--- config.mk ---
export PLATFORM = sky130hd
export DESIGN_NAME = instr_fetch_assembler
export DESIGN_NICKNAME = d
export VERILOG_FILES = /design/src/rtl/instr_fetch_assembler.sv
export SDC_FILE = /design/constraint.sdc
export NUM_CORES = 1
export LEC_CHECK = 0
export CAP_MARGIN = 0
export CELL_PAD_IN_SITES_DETAIL_PLACEMENT = 1
export CELL_PAD_IN_SITES_GLOBAL_PLACEMENT = 1
export CORE_MARGIN = 3
export CORE_UTILIZATION = 45
export CTS_CLUSTER_SIZE = 24
export DETAILED_ROUTE_END_ITERATION = 7
export GPL_TIMING_DRIVEN = 0
export PLACE_DENSITY = 0.88
export SKIP_LAST_GASP = 1
export SLEW_MARGIN = 0
export SYNTH_ARGS = -nofsm -noshare
export SYNTH_HDL_FRONTEND = slang
export SYNTH_SLANG_ARGS = --single-unit
--- constraint.sdc ---
create_clock -name clk -period 3.3 [get_ports clk]
set_input_delay 0.825 -clock clk [delete_from_list [all_inputs] [get_ports clk]]
set_output_delay 0.825 -clock clk [all_outputs]
set_load 0.05 [all_outputs]
--- src/rtl/instr_fetch_assembler.sv ---
// instr_fetch_assembler
// ---------------------------------------------------------------------------
// Purpose:
//   Buffers instruction bytes coming from the memory read port in a small
//   FIFO, assembles variable-length instructions (an opcode followed by 0..2
//   operand bytes) and presents each complete instruction to the decode unit
//   under a valid/ready handshake.
//
// Parameters:
//   WIDTH      bits per instruction byte (>= 2)
//   MAX_BYTES  maximum bytes per instruction (1..3)
//   DEPTH      byte FIFO entries (power of two, >= 2)
//
// Ports:
//   clk          in   rising-edge clock for all state
//   reset_n      in   asynchronous active-low reset
//   flush        in   synchronous clear of FIFO and assembler (branch taken)
//   byte_in      in   instruction byte from memory
//   byte_valid   in   byte_in is valid
//   byte_ready   out  FIFO can accept a byte (not full)
//   instr_out    out  assembled instruction, opcode in the low byte,
//                     operand k in byte k, unused bytes zero
//   instr_len    out  number of bytes in instr_out (1..MAX_BYTES)
//   instr_valid  out  instr_out/instr_len hold a complete instruction
//   instr_ready  in   decoder accepts the instruction
//   retired_cnt  out  16-bit count of accepted instructions
//                     (only when IFA_PERF_CNT_EN is defined)
//
// Configuration:
//   IFA_PERF_CNT_EN  adds the retired_cnt port and its wrapping counter,
//                    cleared by reset_n only (flush leaves it alone).
// ---------------------------------------------------------------------------
module instr_fetch_assembler #(
  parameter int WIDTH     = 8,
  parameter int MAX_BYTES = 3,
  parameter int DEPTH     = 4
) (
  input  logic                       clk,
  input  logic                       reset_n,
  input  logic                       flush,
  input  logic [WIDTH-1:0]           byte_in,
  input  logic                       byte_valid,
  output logic                       byte_ready,
  output logic [MAX_BYTES*WIDTH-1:0] instr_out,
  output logic [1:0]                 instr_len,
  output logic                       instr_valid,
  input  logic                       instr_ready
`ifdef IFA_PERF_CNT_EN
  ,
  output logic [15:0]                retired_cnt
`endif
);

  localparam int PTR_W = (DEPTH > 1) ? $clog2(DEPTH) : 1;
  localparam int CNT_W = $clog2(DEPTH + 1);
  localparam logic [CNT_W-1:0] FULL_CNT = CNT_W'(DEPTH);
  localparam logic [1:0] MAX_LEN = 2'(MAX_BYTES);

  typedef enum logic [1:0] {
    ST_FETCH = 2'd0,
    ST_OPER  = 2'd1,
    ST_HOLD  = 2'd2
  } state_t;

  // FIFO storage and bookkeeping
  logic [WIDTH-1:0] fifo_mem_q [DEPTH];
  logic [WIDTH-1:0] fifo_mem_d [DEPTH];
  logic [PTR_W-1:0] wr_ptr_q, wr_ptr_d;
  logic [PTR_W-1:0] rd_ptr_q, rd_ptr_d;
  logic [CNT_W-1:0] count_q, count_d;

  // Assembler state
  state_t           state_q, state_d;
  logic [WIDTH-1:0] slot_q [MAX_BYTES];
  logic [WIDTH-1:0] slot_d [MAX_BYTES];
  logic [1:0]       len_q, len_d;
  logic [1:0]       idx_q, idx_d;

  logic             push;
  logic             pop;
  logic             fifo_empty;
  logic             handshake;
  logic [WIDTH-1:0] head_byte;
  logic [1:0]       opcode_len;

  // Length from the top two opcode bits, clamped to what this instance
  // is configured to hold.
  function automatic logic [1:0] decode_len(input logic [WIDTH-1:0] op);
    logic [1:0] raw;
    if (op[WIDTH-1]) begin
      raw = 2'd3;
    end else if (op[WIDTH-2]) begin
      raw = 2'd2;
    end else begin
      raw = 2'd1;
    end
    if (raw > MAX_LEN) begin
      raw = MAX_LEN;
    end
    return raw;
  endfunction

  assign fifo_empty  = (count_q == '0);
  assign byte_ready  = (count_q != FULL_CNT);
  assign head_byte   = fifo_mem_q[rd_ptr_q];
  assign opcode_len  = decode_len(head_byte);
  assign instr_valid = (state_q == ST_HOLD);
  assign instr_len   = len_q;

  // A flush swallows any byte offered in the same cycle, and a handshake
  // colliding with a flush does not retire the instruction.
  assign push      = byte_valid && byte_ready && !flush;
  assign handshake = instr_valid && instr_ready && !flush;

  always_comb begin
    instr_out = '0;
    for (int k = 0; k < MAX_BYTES; k++) begin
      instr_out[k*WIDTH +: WIDTH] = slot_q[k];
    end
  end

  // Assembler next state: at most one pop per cycle, never in HOLD, so
  // the handshake cycle never consumes a byte.
  always_comb begin
    state_d = state_q;
    len_d   = len_q;
    idx_d   = idx_q;
    pop     = 1'b0;
    for (int k = 0; k < MAX_BYTES; k++) begin
      slot_d[k] = slot_q[k];
    end

    unique case (state_q)
      ST_FETCH: begin
        if (!fifo_empty) begin
          pop       = 1'b1;
          slot_d[0] = head_byte;
          for (int k = 1; k < MAX_BYTES; k++) begin
            slot_d[k] = '0;
          end
          len_d   = opcode_len;
          idx_d   = 2'd1;
          state_d = (opcode_len == 2'd1) ? ST_HOLD : ST_OPER;
        end
      end
      ST_OPER: begin
        if (!fifo_empty) begin
          pop = 1'b1;
          for (int k = 0; k < MAX_BYTES; k++) begin
            if (2'(k) == idx_q) begin
              slot_d[k] = head_byte;
            end
          end
          if (idx_q == len_q - 2'd1) begin
            state_d = ST_HOLD;
          end else begin
            idx_d = idx_q + 2'd1;
          end
        end
      end
      ST_HOLD: begin
        if (instr_ready) begin
          state_d = ST_FETCH;
        end
      end
      default: begin
        state_d = ST_FETCH;
      end
    endcase

    if (flush) begin
      state_d = ST_FETCH;
      len_d   = '0;
      idx_d   = '0;
      pop     = 1'b0;
      for (int k = 0; k < MAX_BYTES; k++) begin
        slot_d[k] = '0;
      end
    end
  end

  // FIFO next state. Pointers wrap naturally because DEPTH is a power of two.
  always_comb begin
    for (int k = 0; k < DEPTH; k++) begin
      fifo_mem_d[k] = fifo_mem_q[k];
    end
    wr_ptr_d = wr_ptr_q;
    rd_ptr_d = rd_ptr_q;
    count_d  = count_q;

    if (flush) begin
      wr_ptr_d = '0;
      rd_ptr_d = '0;
      count_d  = '0;
    end else begin
      if (push) begin
        fifo_mem_d[wr_ptr_q] = byte_in;
        wr_ptr_d             = wr_ptr_q + PTR_W'(1);
      end
      if (pop) begin
        rd_ptr_d = rd_ptr_q + PTR_W'(1);
      end
      count_d = count_q + CNT_W'(push) - CNT_W'(pop);
    end
  end

  always_ff @(posedge clk or negedge reset_n) begin
    if (!reset_n) begin
      for (int k = 0; k < DEPTH; k++) begin
        fifo_mem_q[k] <= '0;
      end
      wr_ptr_q <= '0;
      rd_ptr_q <= '0;
      count_q  <= '0;
    end else begin
      for (int k = 0; k < DEPTH; k++) begin
        fifo_mem_q[k] <= fifo_mem_d[k];
      end
      wr_ptr_q <= wr_ptr_d;
      rd_ptr_q <= rd_ptr_d;
      count_q  <= count_d;
    end
  end

  always_ff @(posedge clk or negedge reset_n) begin
    if (!reset_n) begin
      state_q <= ST_FETCH;
      len_q   <= '0;
      idx_q   <= '0;
      for (int k = 0; k < MAX_BYTES; k++) begin
        slot_q[k] <= '0;
      end
    end else begin
      state_q <= state_d;
      len_q   <= len_d;
      idx_q   <= idx_d;
      for (int k = 0; k < MAX_BYTES; k++) begin
        slot_q[k] <= slot_d[k];
      end
    end
  end

`ifdef IFA_PERF_CNT_EN
  logic [15:0] retired_cnt_q, retired_cnt_d;

  always_comb begin
    retired_cnt_d = retired_cnt_q;
    if (handshake) begin
      retired_cnt_d = retired_cnt_q + 16'd1;
    end
  end

  always_ff @(posedge clk or negedge reset_n) begin
    if (!reset_n) begin
      retired_cnt_q <= '0;
    end else begin
      retired_cnt_q <= retired_cnt_d;
    end
  end

  assign retired_cnt = retired_cnt_q;
`else
  logic unused_handshake;
  assign unused_handshake = handshake;
`endif

endmodule

==> results of run 1 <==
layout make-up:
cell class	instances	area [sq um]	share of cell area
clock buffer	9	124	0.0311
inverter	10	37.5	0.00943
tap	96	120	0.0302
buffer	13	77.6	0.0195
timing repair buffer	39	388	0.0975
clock inverter	7	105	0.0264
multi-input combinational	144	1400	0.352
sequential	69	1730	0.434
power breakdown:
group | switching, mW | internal [mW]
Clock | 0.362 | 0.439
Sequential | 0.183 | 1.11
Combinational | 0.781 | 0.699
repair_timing:
| action | CTS | global route |
|---|---|---|
| setup buffers | 0 | 0 |
| endpoints found under the setup margin | 0 | 1 |
| resized for setup | 0 | 1 |
layout by cell type (no fill, tap or decap), types with 2 or more instances in the layout:
| cell type | n |
|---|---|
| clkdlybuf4s50_1 | 38 |
| clkbuf_1 | 3 |
| a22o_1 | 12 |
| a211oi_1 | 2 |
| nand3_1 | 2 |
| nand2_1 | 5 |
| and2_1 | 7 |
| mux2_4 | 16 |
| ha_1 | 9 |
| inv_6 | 3 |
| bufinv_16 | 2 |
| o22ai_1 | 4 |
| nor2_1 | 14 |
| mux2_2 | 24 |
| xnor2_1 | 4 |
| buf_6 | 3 |
| a32o_1 | 5 |
| buf_1 | 2 |
| nand2_2 | 2 |
| and2_4 | 2 |
| inv_1 | 10 |
| clkbuf_8 | 9 |
| buf_2 | 4 |
| nor3_1 | 4 |
| nor2b_1 | 10 |
| dfrtp_1 | 69 |
| xor2_1 | 2 |
| mux4_2 | 8 |
Yosys cell counts, types with 2 or more instances:
| cell | count | area share |
|---|---|---|
| buf_6 | 3 | 0.010 |
| a211oi_1 | 2 | 0.0046 |
| clkbuf_1 | 3 | 0.0035 |
| a32o_1 | 5 | 0.015 |
| a22o_1 | 12 | 0.032 |
| nor3_1 | 4 | 0.0062 |
| xor2_1 | 2 | 0.0054 |
| mux2_2 | 24 | 0.083 |
| buf_1 | 3 | 0.0035 |
| mux2_4 | 16 | 0.074 |
| mux4_2 | 8 | 0.056 |
| dfrtp_1 | 69 | 0.53 |
| nor2b_1 | 10 | 0.019 |
| nor2_1 | 14 | 0.016 |
| nand2_2 | 2 | 0.0039 |
| nand2_1 | 5 | 0.0058 |
| inv_1 | 10 | 0.012 |
| and2_1 | 7 | 0.014 |
| xnor2_1 | 4 | 0.011 |
| o22ai_1 | 4 | 0.0077 |
| nand3_1 | 2 | 0.0031 |
| ha_1 | 9 | 0.035 |
| buf_2 | 4 | 0.0062 |
| and2_4 | 2 | 0.0054 |
cell families after synthesis:
family / after synthesis / share of synthesized area
fa+ha+maj: 10 / 0.0409
buf+inv: 23 / 0.0351
compound gates: 28 / 0.0729
mux: 49 / 0.216
xor+xnor: 6 / 0.0162
simple gates: 51 / 0.0861
flops: 69 / 0.533
critical path, stage by stage:
cell,delay (ns)
buf_2,0.19
clkbuf_1,0.46
clkbuf_2,0.35
nor3_1,0.10
ha_1,0.29
inv_1,0.05
ha_1,0.13
inv_1,0.05
fa_1,0.37
xor2_1,0.18
xnor2_1,0.14
nor2_1,0.05
routing by layer:
metal,vias to the layer above,track usage
li1,944,-
met1,1081,0.226
met2,45,0.314
met3,10,0.0475
met4,0,0.0578
met5,-,0
registers in the layout, summed over array words and instances, names as in the netlist:
name / flops
count_q: 3
fifo_mem_q: 32
idx_q: 2
instr_len: 2
instr_out: 24
rd_ptr_q: 2
state_q: 2
wr_ptr_q: 2
path summary, 6_finish.rpt:
check | cells after the start | startpoint | end | slack, ns
setup / recovery | 12 | flush | count_q[2] | 0.34
setup reg to reg | 12 | count_q[1] | count_q[2] | 0.76
hold / removal | 1 | instr_out[14] | instr_out[14] | 0.49
max in group asynchronous | 1 | reset_n | fifo_mem_q[2] | 2.15
hold reg to reg | 1 | instr_out[14] | instr_out[14] | 0.49
min in group asynchronous | 1 | reset_n | fifo_mem_q[12] | 0.57
==> metrics.txt, run 1 <==
Top Metal Used=met4; DRT antenna net count=0; Die W=90.9 um; hold buffers post-CTS=0; CTS H-tree depth=3; final setup vio count=0; Routed met3 length=226 um; number of global-route vias before repair=2276; fin crit period=2.96 ns; cells after synthesis=236; total congestion overflow=0; clk_skew=0.0113 ns; DRC=0; max-cap violations=0; Final period util=0.897; dpl cell area=3750 sq um; n_diodes=0; Post-Synthesis Cell Area=3240 sq um; commonest register cell after synthesis=dfrtp_1; dpl hpwl=5180 um; Worst Tran Pin Value=0.859 ns; setup ws final=0.339 ns; synth unique cells=36; Max Clk Rate=0.338 GHz; Vias/cell=5.37; DP Worst Slack=-0.207 ns; status=finished, final reports clean; final WL=7130 um; syn nets=259; HP Class=flop to flop; P_leak=1.81 nW; Skew-Pair Late Insertion Delay=0.35 ns; Rows=30; Vias=2080; global-route wire length before repair=11700 um; drt first pass iters=4; Sink Count=69; async set-reset flop share out of synthesis=1.00; Final Power=3.58 mW; die area=8260 sq um; final std cells w/o fill=387; antenna violations before repair=0; Placed Cells=371; Seq/Total Area, Yosys=0.533; Final Wtd Congestion=0.769; Slew Limit Headroom=0.427; Die Y=90.9 um; Final Hold Fails=0; Initial Utilization=0.469; synthesized flop and latch total=69; syn avg cell area=13.7 sq um; total CTS buffers=9; DRT met1 WL=3140 um; worst path required time=3.54 ns; cell area after layout=3980 sq um; Finished Core Util=0.576; root buf cell=clkbuf_8; RSZ-0062 raised after global routing=false; startpoint types=primary input; crit path DAT=3.20 ns; Peak VDD IR=0.401 mV; Critical Path End Type=flop; drt first-iter violations=109; Hold Slack=0.493 ns; Global Route Usage Sum=0.183; Layout fillers=718; layout cells sized above 1=0.268; EDFF count, synth=0; crit path max fanout=10; Setup Crit Path Kind=primary input to flop; synth-to-layout area growth=22.8%; largest net degree at the start of global routing=70; clk buf depth=2; Power Dens Cells=899 nW/um^2; port bufs=39; routed len/inst=18.4 um; Final Max Tran Viols=0; clock tree from TritonCTS=built; Final nets=309; CORE AREA=6910 sq um; I/O pins=41; Clock Pin Slew Worst Setup and Hold Paths=0.08 ns; Ys Warns=0; met2 WL=3680 um; setup TNS=0 ns
No activity file was read; power rests on OpenSTA's default activity.
==> run 2, diff against run 1 <==
CTS_CLUSTER_DIAMETER = 40   (was default)
==> results of run 2 <==
No change in the layout: final DEF, timing and power equal those of run 1.
